## src/rtl/subband_pkg.sv

```systemverilog
// Shared types and constants for the subband window feeder: edge and FSM
// enums, default band bases and the index-width helper.
package subband_pkg;

  typedef enum logic {
    EDGE_SKIP = 1'b0,
    EDGE_ZERO = 1'b1
  } edge_mode_e;

  typedef enum logic [1:0] {
    IDLE  = 2'd0,
    RUN   = 2'd1,
    DRAIN = 2'd2,
    DONE  = 2'd3
  } state_e;

  localparam logic [11:0] DEF_BASE0 = 12'd0;
  localparam logic [11:0] DEF_BASE1 = 12'd32;
  localparam logic [11:0] DEF_BASE2 = 12'd2048;

  // Index width that never collapses to zero bits for single-entry ranges.
  function automatic int bw(input int n);
    return (n <= 1) ? 1 : $clog2(n);
  endfunction

endpackage

```

## src/rtl/window_out_fifo.sv

```systemverilog
// Two-entry FIFO for finished windows; the count output lets the read issuer
// reserve space for in-flight RAM reads.
module window_out_fifo #(
  parameter int WIDTH = 8
) (
  input  logic             clk,
  input  logic             rst_n,
  input  logic             push_i,
  input  logic             pop_i,
  input  logic [WIDTH-1:0] data_i,
  output logic [WIDTH-1:0] data_o,
  output logic [1:0]       count_o
);

  logic [WIDTH-1:0] mem_q [2];
  logic             wr_ptr_q;
  logic             rd_ptr_q;
  logic [1:0]       count_q;

  // NOTE: registers update with <= so every flop samples pre-edge values and
  // simultaneous push/pop see a consistent count and pointers.
  always_ff @(posedge clk or negedge rst_n) begin
    if (!rst_n) begin
      wr_ptr_q <= 1'b0;
      rd_ptr_q <= 1'b0;
      count_q  <= 2'd0;
      mem_q[0] <= '0;
      mem_q[1] <= '0;
    end else begin
      if (push_i) begin
        mem_q[wr_ptr_q] <= data_i;
        wr_ptr_q        <= ~wr_ptr_q;
      end
      if (pop_i) begin
        rd_ptr_q <= ~rd_ptr_q;
      end
      count_q <= count_q + {1'b0, push_i} - {1'b0, pop_i};
    end
  end

  assign data_o  = mem_q[rd_ptr_q];
  assign count_o = count_q;

endmodule

```

## src/rtl/subband_window_feeder.sv

```systemverilog
// Walks NUM_BANDS subbands in round-robin raster order, reads coefficients
// from RAM and streams 3-row column windows built from per-band line buffers.
module subband_window_feeder
  import subband_pkg::*;
#(
  parameter int                          DATA_W     = 16,
  parameter int                          ADDR_W     = 12,
  parameter int                          NUM_BANDS  = 3,
  parameter logic [NUM_BANDS*ADDR_W-1:0] BAND_BASE  = {DEF_BASE2, DEF_BASE1, DEF_BASE0},
  parameter int                          BAND_W     = 32,
  parameter int                          BAND_H     = 32,
  parameter int                          ROW_STRIDE = 64,
  parameter int                          EDGE_MODE  = 0,
  localparam int                         BW         = bw(NUM_BANDS),
  localparam int                         XW         = bw(BAND_W),
  localparam int                         YW         = bw(BAND_H)
) (
  input  logic                clk,
  input  logic                rst_n,
  input  logic                start,
  output logic                busy,
  output logic                done,
  output logic                ram_rd_en,
  output logic [ADDR_W-1:0]   ram_addr,
  input  logic [DATA_W-1:0]   ram_q,
  output logic                win_valid,
  input  logic                win_ready,
  output logic [BW-1:0]       win_band,
  output logic [XW-1:0]       win_x,
  output logic [YW-1:0]       win_y,
  output logic [3*DATA_W-1:0] win_col,
  output logic                win_last
);

  localparam edge_mode_e MODE = edge_mode_e'(EDGE_MODE[0]);

  typedef struct packed {
    logic [BW-1:0]       band;
    logic [XW-1:0]       x;
    logic [YW-1:0]       y;
    logic [3*DATA_W-1:0] col;
    logic                last;
  } win_t;

  state_e        state_q, state_d;
  logic [BW-1:0] b_q, b_d;
  logic [XW-1:0] x_q, x_d;
  logic [YW-1:0] y_q, y_d;
  logic          inflight_q;
  logic [BW-1:0] rd_b_q;
  logic [XW-1:0] rd_x_q;
  logic [YW-1:0] rd_y_q;
  logic          rd_last_q;

  logic          b_end, x_end, y_end, last_pos;
  logic [1:0]    fifo_count;
  logic [2:0]    credit;
  logic          pop, push;
  win_t          push_data, head;
  logic [DATA_W-1:0] top, mid;
  logic [ADDR_W-1:0] base_sel, row_off;

  logic [DATA_W-1:0] lb0_q [NUM_BANDS][BAND_W];
  logic [DATA_W-1:0] lb1_q [NUM_BANDS][BAND_W];

  assign b_end    = (b_q == BW'(NUM_BANDS - 1));
  assign x_end    = (x_q == XW'(BAND_W - 1));
  assign y_end    = (y_q == YW'(BAND_H - 1));
  assign last_pos = b_end && x_end && y_end;

  assign win_valid = (fifo_count != 2'd0);
  assign pop       = win_valid && win_ready;
  // Reads in flight already own a FIFO slot, warm-up rows included.
  assign credit    = {1'b0, fifo_count} + {2'b0, inflight_q} - {2'b0, pop};

  always_ff @(posedge clk or negedge rst_n) begin
    if (!rst_n) state_q <= IDLE;
    else        state_q <= state_d;
  end

  always_comb begin
    state_d = state_q;
    case (state_q)
      IDLE:    if (start) state_d = RUN;
      RUN:     if (ram_rd_en && last_pos) state_d = DRAIN;
      DRAIN:   if (!inflight_q && (fifo_count == 2'd0)) state_d = DONE;
      DONE:    state_d = IDLE;
      default: state_d = IDLE;
    endcase
  end

  always_comb begin
    busy      = (state_q == RUN) || (state_q == DRAIN);
    done      = (state_q == DONE);
    ram_rd_en = (state_q == RUN) && (credit < 3'd2);
  end

  // NOTE: every variable written here gets a default first, so no path through
  // the block leaves it unassigned and no latch is inferred.
  always_comb begin
    b_d = b_q;
    x_d = x_q;
    y_d = y_q;
    if ((state_q == IDLE) && start) begin
      b_d = '0;
      x_d = '0;
      y_d = '0;
    end else if (ram_rd_en) begin
      if (!b_end) begin
        b_d = b_q + 1'b1;
      end else begin
        b_d = '0;
        if (!x_end) begin
          x_d = x_q + 1'b1;
        end else begin
          x_d = '0;
          y_d = y_end ? '0 : y_q + 1'b1;
        end
      end
    end
  end

  always_ff @(posedge clk or negedge rst_n) begin
    if (!rst_n) begin
      b_q        <= '0;
      x_q        <= '0;
      y_q        <= '0;
      inflight_q <= 1'b0;
      rd_b_q     <= '0;
      rd_x_q     <= '0;
      rd_y_q     <= '0;
      rd_last_q  <= 1'b0;
    end else begin
      b_q        <= b_d;
      x_q        <= x_d;
      y_q        <= y_d;
      inflight_q <= ram_rd_en;
      if (ram_rd_en) begin
        rd_b_q    <= b_q;
        rd_x_q    <= x_q;
        rd_y_q    <= y_q;
        rd_last_q <= last_pos;
      end
    end
  end

  assign base_sel = BAND_BASE[int'(b_q)*ADDR_W +: ADDR_W];
  assign row_off  = ADDR_W'(int'(y_q) * ROW_STRIDE);
  assign ram_addr = ram_rd_en ? (base_sel + row_off + ADDR_W'(x_q)) : '0;

  // NOTE: the line buffers carry no reset; edge rows are masked on output, so
  // stale contents never reach a window and the arrays stay plain storage.
  always_ff @(posedge clk) begin
    if (inflight_q) begin
      lb1_q[rd_b_q][rd_x_q] <= lb0_q[rd_b_q][rd_x_q];
      lb0_q[rd_b_q][rd_x_q] <= ram_q;
    end
  end

  always_comb begin
    top = lb1_q[rd_b_q][rd_x_q];
    mid = lb0_q[rd_b_q][rd_x_q];
    if (MODE == EDGE_ZERO) begin
      if (rd_y_q == '0) begin
        top = '0;
        mid = '0;
      end else if (rd_y_q == YW'(1)) begin
        top = '0;
      end
    end
  end

  assign push = inflight_q && ((MODE == EDGE_ZERO) || (rd_y_q >= YW'(2)));

  always_comb begin
    push_data.band = rd_b_q;
    push_data.x    = rd_x_q;
    push_data.y    = rd_y_q;
    push_data.col  = {top, mid, ram_q};
    push_data.last = rd_last_q;
  end

  window_out_fifo #(
    .WIDTH($bits(win_t))
  ) u_fifo (
    .clk     (clk),
    .rst_n   (rst_n),
    .push_i  (push),
    .pop_i   (pop),
    .data_i  (push_data),
    .data_o  (head),
    .count_o (fifo_count)
  );

  assign win_band = head.band;
  assign win_x    = head.x;
  assign win_y    = head.y;
  assign win_col  = head.col;
  assign win_last = head.last;

endmodule

```

## config.mk

```make
export PLATFORM = sky130hd
export DESIGN_NAME = subband_window_feeder
export DESIGN_NICKNAME = d
export VERILOG_FILES = /design/src/rtl/subband_pkg.sv /design/src/rtl/window_out_fifo.sv /design/src/rtl/subband_window_feeder.sv
export SDC_FILE = /design/constraint.sdc
export NUM_CORES = 2
export LEC_CHECK = 0
export BUFFER_PORTS_ARGS = -buffer_cell sky130_fd_sc_hd__buf_2
export CORE_MARGIN = 2
export CORE_UTILIZATION = 65
export CTS_CLUSTER_DIAMETER = 40
export CTS_CLUSTER_SIZE = 8
export DETAILED_ROUTE_END_ITERATION = 12
export MAX_ROUTING_LAYER = met4
export PLACE_DENSITY = 0.81
export RECOVER_POWER = 25
export SYNTH_ARGS = -nofsm -noshare
export SYNTH_HDL_FRONTEND = slang
export SYNTH_SLANG_ARGS = --single-unit
export TNS_END_PERCENT = 1
```

## constraint.sdc

```tcl
create_clock -name clk -period 6.8 [get_ports clk]
set_input_delay 1.7 -clock clk [delete_from_list [all_inputs] [get_ports clk]]
set_output_delay 1.7 -clock clk [all_outputs]
set_load 0.1 [all_outputs]
```

After elaboration in Yosys (flattened, before gate mapping)
Memories as Yosys holds them, arrays and structs flattened.
Index checks and enable logic that the tools add are counted.
{"block": "totals", "memories": 2, "regBits": 154, "output_inout_bits": 77, "ramBits": 3072}
{"block": "classes", "add_sub_neg": 9, "eq_ne": 9, "multipliers": 1, "bitwise": 5, "n_shift": 1, "n_reduce_logical": 21, "n_lt_le_gt_ge": 7, "n_mux": 33}
{"name": "lb0_q", "depth": 3, "word_bits": 512, "rd": 1, "rd_ports_with_merged_regs": 0, "wr": 1, "line": "subband_window_feeder.sv:63", "text": "logic [DATA_W-1:0] lb0_q [NUM_BANDS][BAND_W];"}
{"name": "lb1_q", "depth": 3, "word_bits": 512, "rd": 1, "rd_ports_with_merged_regs": 0, "wr": 1, "line": "subband_window_feeder.sv:64", "text": "logic [DATA_W-1:0] lb1_q [NUM_BANDS][BAND_W];"}
{"operator": "$mux W512", "count": 1}
{"operator": "$mux W61", "count": 4}
{"operator": "$bmux W16 S5", "count": 2}
{"operator": "$bwmux W122", "count": 1}
{"operator": "$demux W16 S5", "count": 1}
{"operator": "$mux W16", "count": 5}
{"operator": "$demux W61 S1", "count": 1}
{"operator": "$mux W5", "count": 9}
{"operator": "$shiftx A36 B7 Y12 const A", "count": 1}
{"operator": "$add A12 B11 Y12", "count": 1}
{"operator": "$add A12 B5 Y12", "count": 1}
{"operator": "$mux W12", "count": 1}
{"operator": "$mux W2", "count": 6}
{"operator": "$add A5 B1 Y5 const B", "count": 2}
{"operator": "$eq A5 B5 Y1 const B", "count": 2}
{"operator": "$logic_and A1 B1 Y1", "count": 10}
{"operator": "$pmux W2 S4", "count": 1}
{"operator": "$reduce_bool A2 Y1", "count": 4}
{"operator": "$eq A2 B2 Y1 const B", "count": 3}
{"operator": "$ge A6 B6 Y1 const B", "count": 1}
{"operator": "$lt A6 B1 Y1 const B", "count": 1}
{"operator": "$ne A2 B2 Y1 const B", "count": 3}
{"operator": "$not A5 Y6", "count": 1}
{"operator": "$reduce_and A3 Y1", "count": 2}
{"operator": "18 further kinds", "count": 22}

Longest topological paths before layout
{"block": "logic_depth", "word_depth": 8, "mapped_depth": 13, "depth_no_buf": 13}

Hierarchy
Synthesis repeated with hierarchy kept, for this count alone.
{"block": "unflattened", "hier_cells": 6895, "hier_area_um2": 128595.8}
{"mod": "subband_window_feeder", "cells_each": 6556, "seq_area_each_um2": 92949.1, "area_each_um2": 122840.3, "instances": 1}
{"mod": "window_out_fifo", "cells_each": 339, "seq_area_each_um2": 3153.0, "area_each_um2": 5755.5, "instances": 1}

Least setup slack after synthesis
No wires, ideal clock.
{"block": "synth_path", "path_kind": "input to output", "startpoint": "input win_ready", "endpoint": "output ram_addr[5]", "slack_ps": -273, "stages": 8, "arrival_ps": 5373, "path_cell_list": "and2_1 -> ha_1 -> inv_1 -> nand2_1 -> fa_1 -> and2_0 -> nand2_1 -> nor3b_1"}
{"block": "synth_between", "elab_chain_cells": 5}
{"item": "start: declaration", "line": "subband_window_feeder.sv:27", "text": "input logic win_ready,"}
{"item": "$logic_and A1 B1 Y1", "line": "subband_window_feeder.sv:72", "text": "assign pop = win_valid && win_ready;"}
{"item": "$sub A3 B1 Y3", "line": "subband_window_feeder.sv:74", "text": "assign credit = {1'b0, fifo_count} + {2'b0, inflight_q} - {2'b0, pop};"}
{"item": "$lt A3 B2 Y1", "line": "subband_window_feeder.sv:95", "text": "ram_rd_en = (state_q == RUN) && (credit < 3'd2);"}
{"item": "$logic_and A1 B1 Y1", "line": "subband_window_feeder.sv:95"}
{"item": "$mux W12", "line": "subband_window_feeder.sv:149", "text": "assign ram_addr = ram_rd_en ? (base_sel + row_off + ADDR_W'(x_q)) : '0;"}
{"item": "end: declaration", "line": "subband_window_feeder.sv:24", "text": "output logic [ADDR_W-1:0] ram_addr,"}
Every way passes these cells.

Worst setup path after layout
{"block": "layout_path", "startpoint": "input win_ready", "endpoint": "output ram_addr[11]"}
{"block": "layout_between", "elab_chain_cells": 5}
{"item": "$logic_and A1 B1 Y1", "line": "subband_window_feeder.sv:72"}
{"item": "named net pop", "line": "subband_window_feeder.sv:58", "text": "logic pop, push;"}
{"item": "$sub A3 B1 Y3", "line": "subband_window_feeder.sv:74"}
{"item": "$lt A3 B2 Y1", "line": "subband_window_feeder.sv:95"}
{"item": "$logic_and A1 B1 Y1", "line": "subband_window_feeder.sv:95"}
{"item": "$mux W12", "line": "subband_window_feeder.sv:149"}
The timed path passes the listed nets, and every way through them passes these cells.

==> impl_metrics.ini <==
[finish]
multiInputGateArea_um2 = 33500
num-nets-final = 7993
final_util_pct = 73.8
layout-drive-gt1-share_pct = 25.2
final_area_um2 = 149000
area_growth_pct = 13.2
fillers = 10800
register_area_um2 = 96100

[synthesis]
post_synth_instance_area_um2 = 132000
postSynthCellCount = 7768
synth_cell_types = 43
synthFlopType = sky130_fd_sc_hd__edfxtp_1
synth_sequential_area_ratio_pct = 73.1
synth.ff_latch_count = 3226
ys_warn_count = 0
syn_avg_cell_area_um2 = 16.9
synth_top_area_cell = sky130_fd_sc_hd__edfxtp_1
synth_top_cell_area_share_pct = 70.1
ys_async_sr_fraction_pct = 4.77
synth_enable_flop_cells = 3072
synth_fp_nets = 7801
synth.area.top_cells = sky130_fd_sc_hd__edfxtp_1 (70%), sky130_fd_sc_hd__mux2_2 (8.8%), sky130_fd_sc_hd__o2111ai_1 (6.8%)

[pwr]
finalPower_mw = 65.8
p_leak_nw = 46.9
netSwitchingFraction_pct = 33.3
p_switching_mw = 21.9
share_clk_of_total_power_pct = 31.8
power.share.sequential_pct = 41.8
ir_drop_uv = 718
cellInternalPower_mw = 43.9
cellPowerDensity_nw_per_um2 = 442
p_comb_share_pct = 26.4

[routing]
dr.first_iter.drc_count = 12800
detail_route.vias_per_cell = 7.26
route.vias.total = 79100
ant_nets = 0
drc_errors = 0
route.detailed.wl_per_inst_um = 34.6
detail_route.wirelength_um = 376000
drt_first_pass_iters = 6

[flow_run]
max_cap_violations = 21

[place]
place_congestion = 0.876
half_perimeter_wire_length_after_detailed_placement_um = 196000
placedInstanceArea_um2 = 136000
post_placement_setup_slack_ns = 0.963
buffer_ports.inserted = 96

[timing]
finClkSkew_ns = 0.0856
max_clock_freq_mhz = 167
timing_hold_violations_final = 0
setup_violations = 0
setup_ws_ns = 0.828
layout_worst_path_cycle_share_pct = 87.8
grt_setup_unrepaired = no
timing.final.max_slew_violations = 1702
finalCriticalPeriod_ns = 5.97
max-slew-margin-rel_pct = -224
tightest_slew_ns = 4.87
fin_setup_tns_ns = 0

[clocking]
clock-sinks = 3226
cts.reportedPaths.clkPinSlew_ns = 0.05
cts-htree-levels = 5
number_of_buffers_inserted_during_clock_tree_synthesis = 473
tritoncts = done
clock_root_buffer_master = sky130_fd_sc_hd__clkbuf_16
clk-insertion-delay-late_ns = 1.02
max-clock-path-buffers = 4
cts_hold_buf = 0
post-cts-setup-buffer-count = 0
post_cts.resized_instances = 0

[global_routing]
grt_pass1_vias = 78500
initial_antenna_violation_count = 6
track_usage_pct = 37.5
grt_first_pass_wirelength_um = 538000
grt_start_max_net_pins = 171
gr-total-overflow = 0

[critical_path]
critical_path_sink_type = primary output
r2r-start = rd_b_q[0]$_DFFE_PN0N_
timing.critical_path.required_ns = 5.10
cp.arrival_ns = 4.27
r2r_setup_slack_ns = 1.35
setup.worst_path.start_class = input port
critical_path_peak_fanout = 13
criticalPathCategory = in -> out
worstReg2RegEnd = lb1_q[0][503]$_DFFE_PP_
reg2reg_depth = 7

[min_path]
min_to = u_fifo.mem_q[118]$_DFFE_PN0P_
hold_path_class = reg -> reg
hold_path.startpoint = u_fifo.mem_q[118]$_DFFE_PN0P_
min_delay_path_depth = 1

[die]
core.rowCount = 165
die_area_um2 = 206000
core_area_um2 = 202000
ios = 97
die_h_um = 454
floorplan.initialDensity_pct = 65.2
die_x_um = 454

[status]
violations = max-capacitance violations, max-slew violations
outcome = complete, but fails checks
## kinds of logic (layout without fill, tap and decap cells)
family	after synthesis	in the layout	synth area share, %
multiplexers	1146	1146	9.87
other	0	6	0
AO/OA/AOI/OAI	1116	1116	7.26
flip-flops	3226	3226	73.1
AND/OR/NAND/NOR	1633	1633	7.55
adder cells (fa/ha/maj)	13	13	0.129
XOR/XNOR	4	4	0.0266
buffers and inverters	630	1069	2.10
## worst max-delay path: stages
cell and delay (ns):
sky130_fd_sc_hd__buf_2 0.10, sky130_fd_sc_hd__and2_0 0.17, sky130_fd_sc_hd__ha_1 0.30, sky130_fd_sc_hd__inv_1 0.09
sky130_fd_sc_hd__nand2_1 0.08, sky130_fd_sc_hd__fa_1 0.50, sky130_fd_sc_hd__and2_0 0.18, sky130_fd_sc_hd__buf_4 0.19
sky130_fd_sc_hd__nand3_1 0.25, sky130_fd_sc_hd__inv_1 0.24, sky130_fd_sc_hd__buf_2 0.46
## stage by stage
stage / hold slack [ns] / cells
finish: 0.502 / 10900
global route: 0.517 / 10900
CTS: 0.503 / 10900
detailed placement: 0.492 / 10200
global placement: 0.484 / 10200
floorplan: 0.458 / 7768
## layer usage
metal  track usage (%)  part of all wire (%)  up-vias
li1                  -                     -    31700
met2              55.2                    46     6643
met4              19.2                   6.0        0
met5                 -                     0        -
met1              48.7                    34    39500
met3              9.72                    14     1192
## area by class of cell
class                           instances  area share, %
Sequential cell                      3226           64.6
Multi-Input combinational cell       3912           22.5
Clock inverter                         45          0.263
Antenna cell                            6         0.0101
Clock buffer                          677           8.62
Tap cell                             2672           2.25
Inverter                               11         0.0277
Timing Repair Buffer                  336           1.74
## cell usage in the layout, fill, tap and decap left out, drive strengths merged, types with 2 or more instances in the layout
master,count
dfrtp,154
and2,4
or3,2
nand2b,1024
nor3b,6
o21ai,2
and3,14
nor3,4
bufinv,2
nand3,15
clkinv,35
a31oi,65
nand4,257
a21oi,11
nor2,174
mux2,1144
o2111ai,1024
diode,6
inv,17
xor2,2
a21o,11
ha,12
and3b,3
clkbuf,701
nand3b,3
nor2b,10
buf,312
edfxtp,3072
mux2i,2
xnor2,2
nor4,64
nand2,50
clkinvlp,2
## worst max path at each step
stage,cells past startpoint,slack (ns),startpoint,endpoint
floorplan,8,0.73,win_ready,ram_addr[5]
global placement,11,0.94,win_ready,ram_addr[11]
detailed placement,11,0.96,win_ready,ram_addr[11]
CTS,11,0.89,win_ready,ram_addr[11]
global route,2,0.62,rst_n,u_fifo.mem_q[87]$_DFFE_PN0P_
finish,11,0.83,win_ready,ram_addr[11]
## power groups by stage
stage	Combinational [mW]	Sequential [mW]	Clock [mW]
2_1_floorplan	10.1	27.8	0
3_3_place_gp	16.1	27.7	0
3_5_place_dp	16.7	27.8	0
4_1_cts	16.9	27.4	20.9
5_1_grt	17.9	27.5	21.8
6_report	17.4	27.5	21.0
## Yosys cell counts, types with 12 or more instances
master / instances
sky130_fd_sc_hd__nor2_1: 174
sky130_fd_sc_hd__nand4_1: 257
sky130_fd_sc_hd__buf_1: 30
sky130_fd_sc_hd__nor4_1: 21
sky130_fd_sc_hd__dfrtp_1: 154
sky130_fd_sc_hd__ha_1: 12
sky130_fd_sc_hd__o2111ai_1: 1024
sky130_fd_sc_hd__mux2_4: 21
sky130_fd_sc_hd__edfxtp_1: 3072
sky130_fd_sc_hd__and3_1: 14
sky130_fd_sc_hd__clkbuf_1: 458
sky130_fd_sc_hd__nor4_2: 43
sky130_fd_sc_hd__buf_6: 36
sky130_fd_sc_hd__nand2b_1: 1024
sky130_fd_sc_hd__mux2_1: 90
sky130_fd_sc_hd__mux2_2: 1033
sky130_fd_sc_hd__buf_2: 91
sky130_fd_sc_hd__nand3_1: 15
sky130_fd_sc_hd__a31oi_1: 65
sky130_fd_sc_hd__nand2_1: 50
## state kept, by name (all words and copies together), names as in the netlist
| register | flops |
|---|---|
| b_q | 2 |
| inflight_q | 1 |
| lb0_q | 1536 |
| lb1_q | 1536 |
| rd_b_q | 2 |
| rd_last_q | 1 |
| rd_x_q | 5 |
| rd_y_q | 5 |
| state_q | 2 |
| u_fifo.count_o | 2 |
| u_fifo.mem_q | 122 |
| u_fifo.rd_ptr_q | 1 |
| u_fifo.wr_ptr_q | 1 |
| x_q | 5 |
| y_q | 5 |
Power figures use the tool's default switching activity.
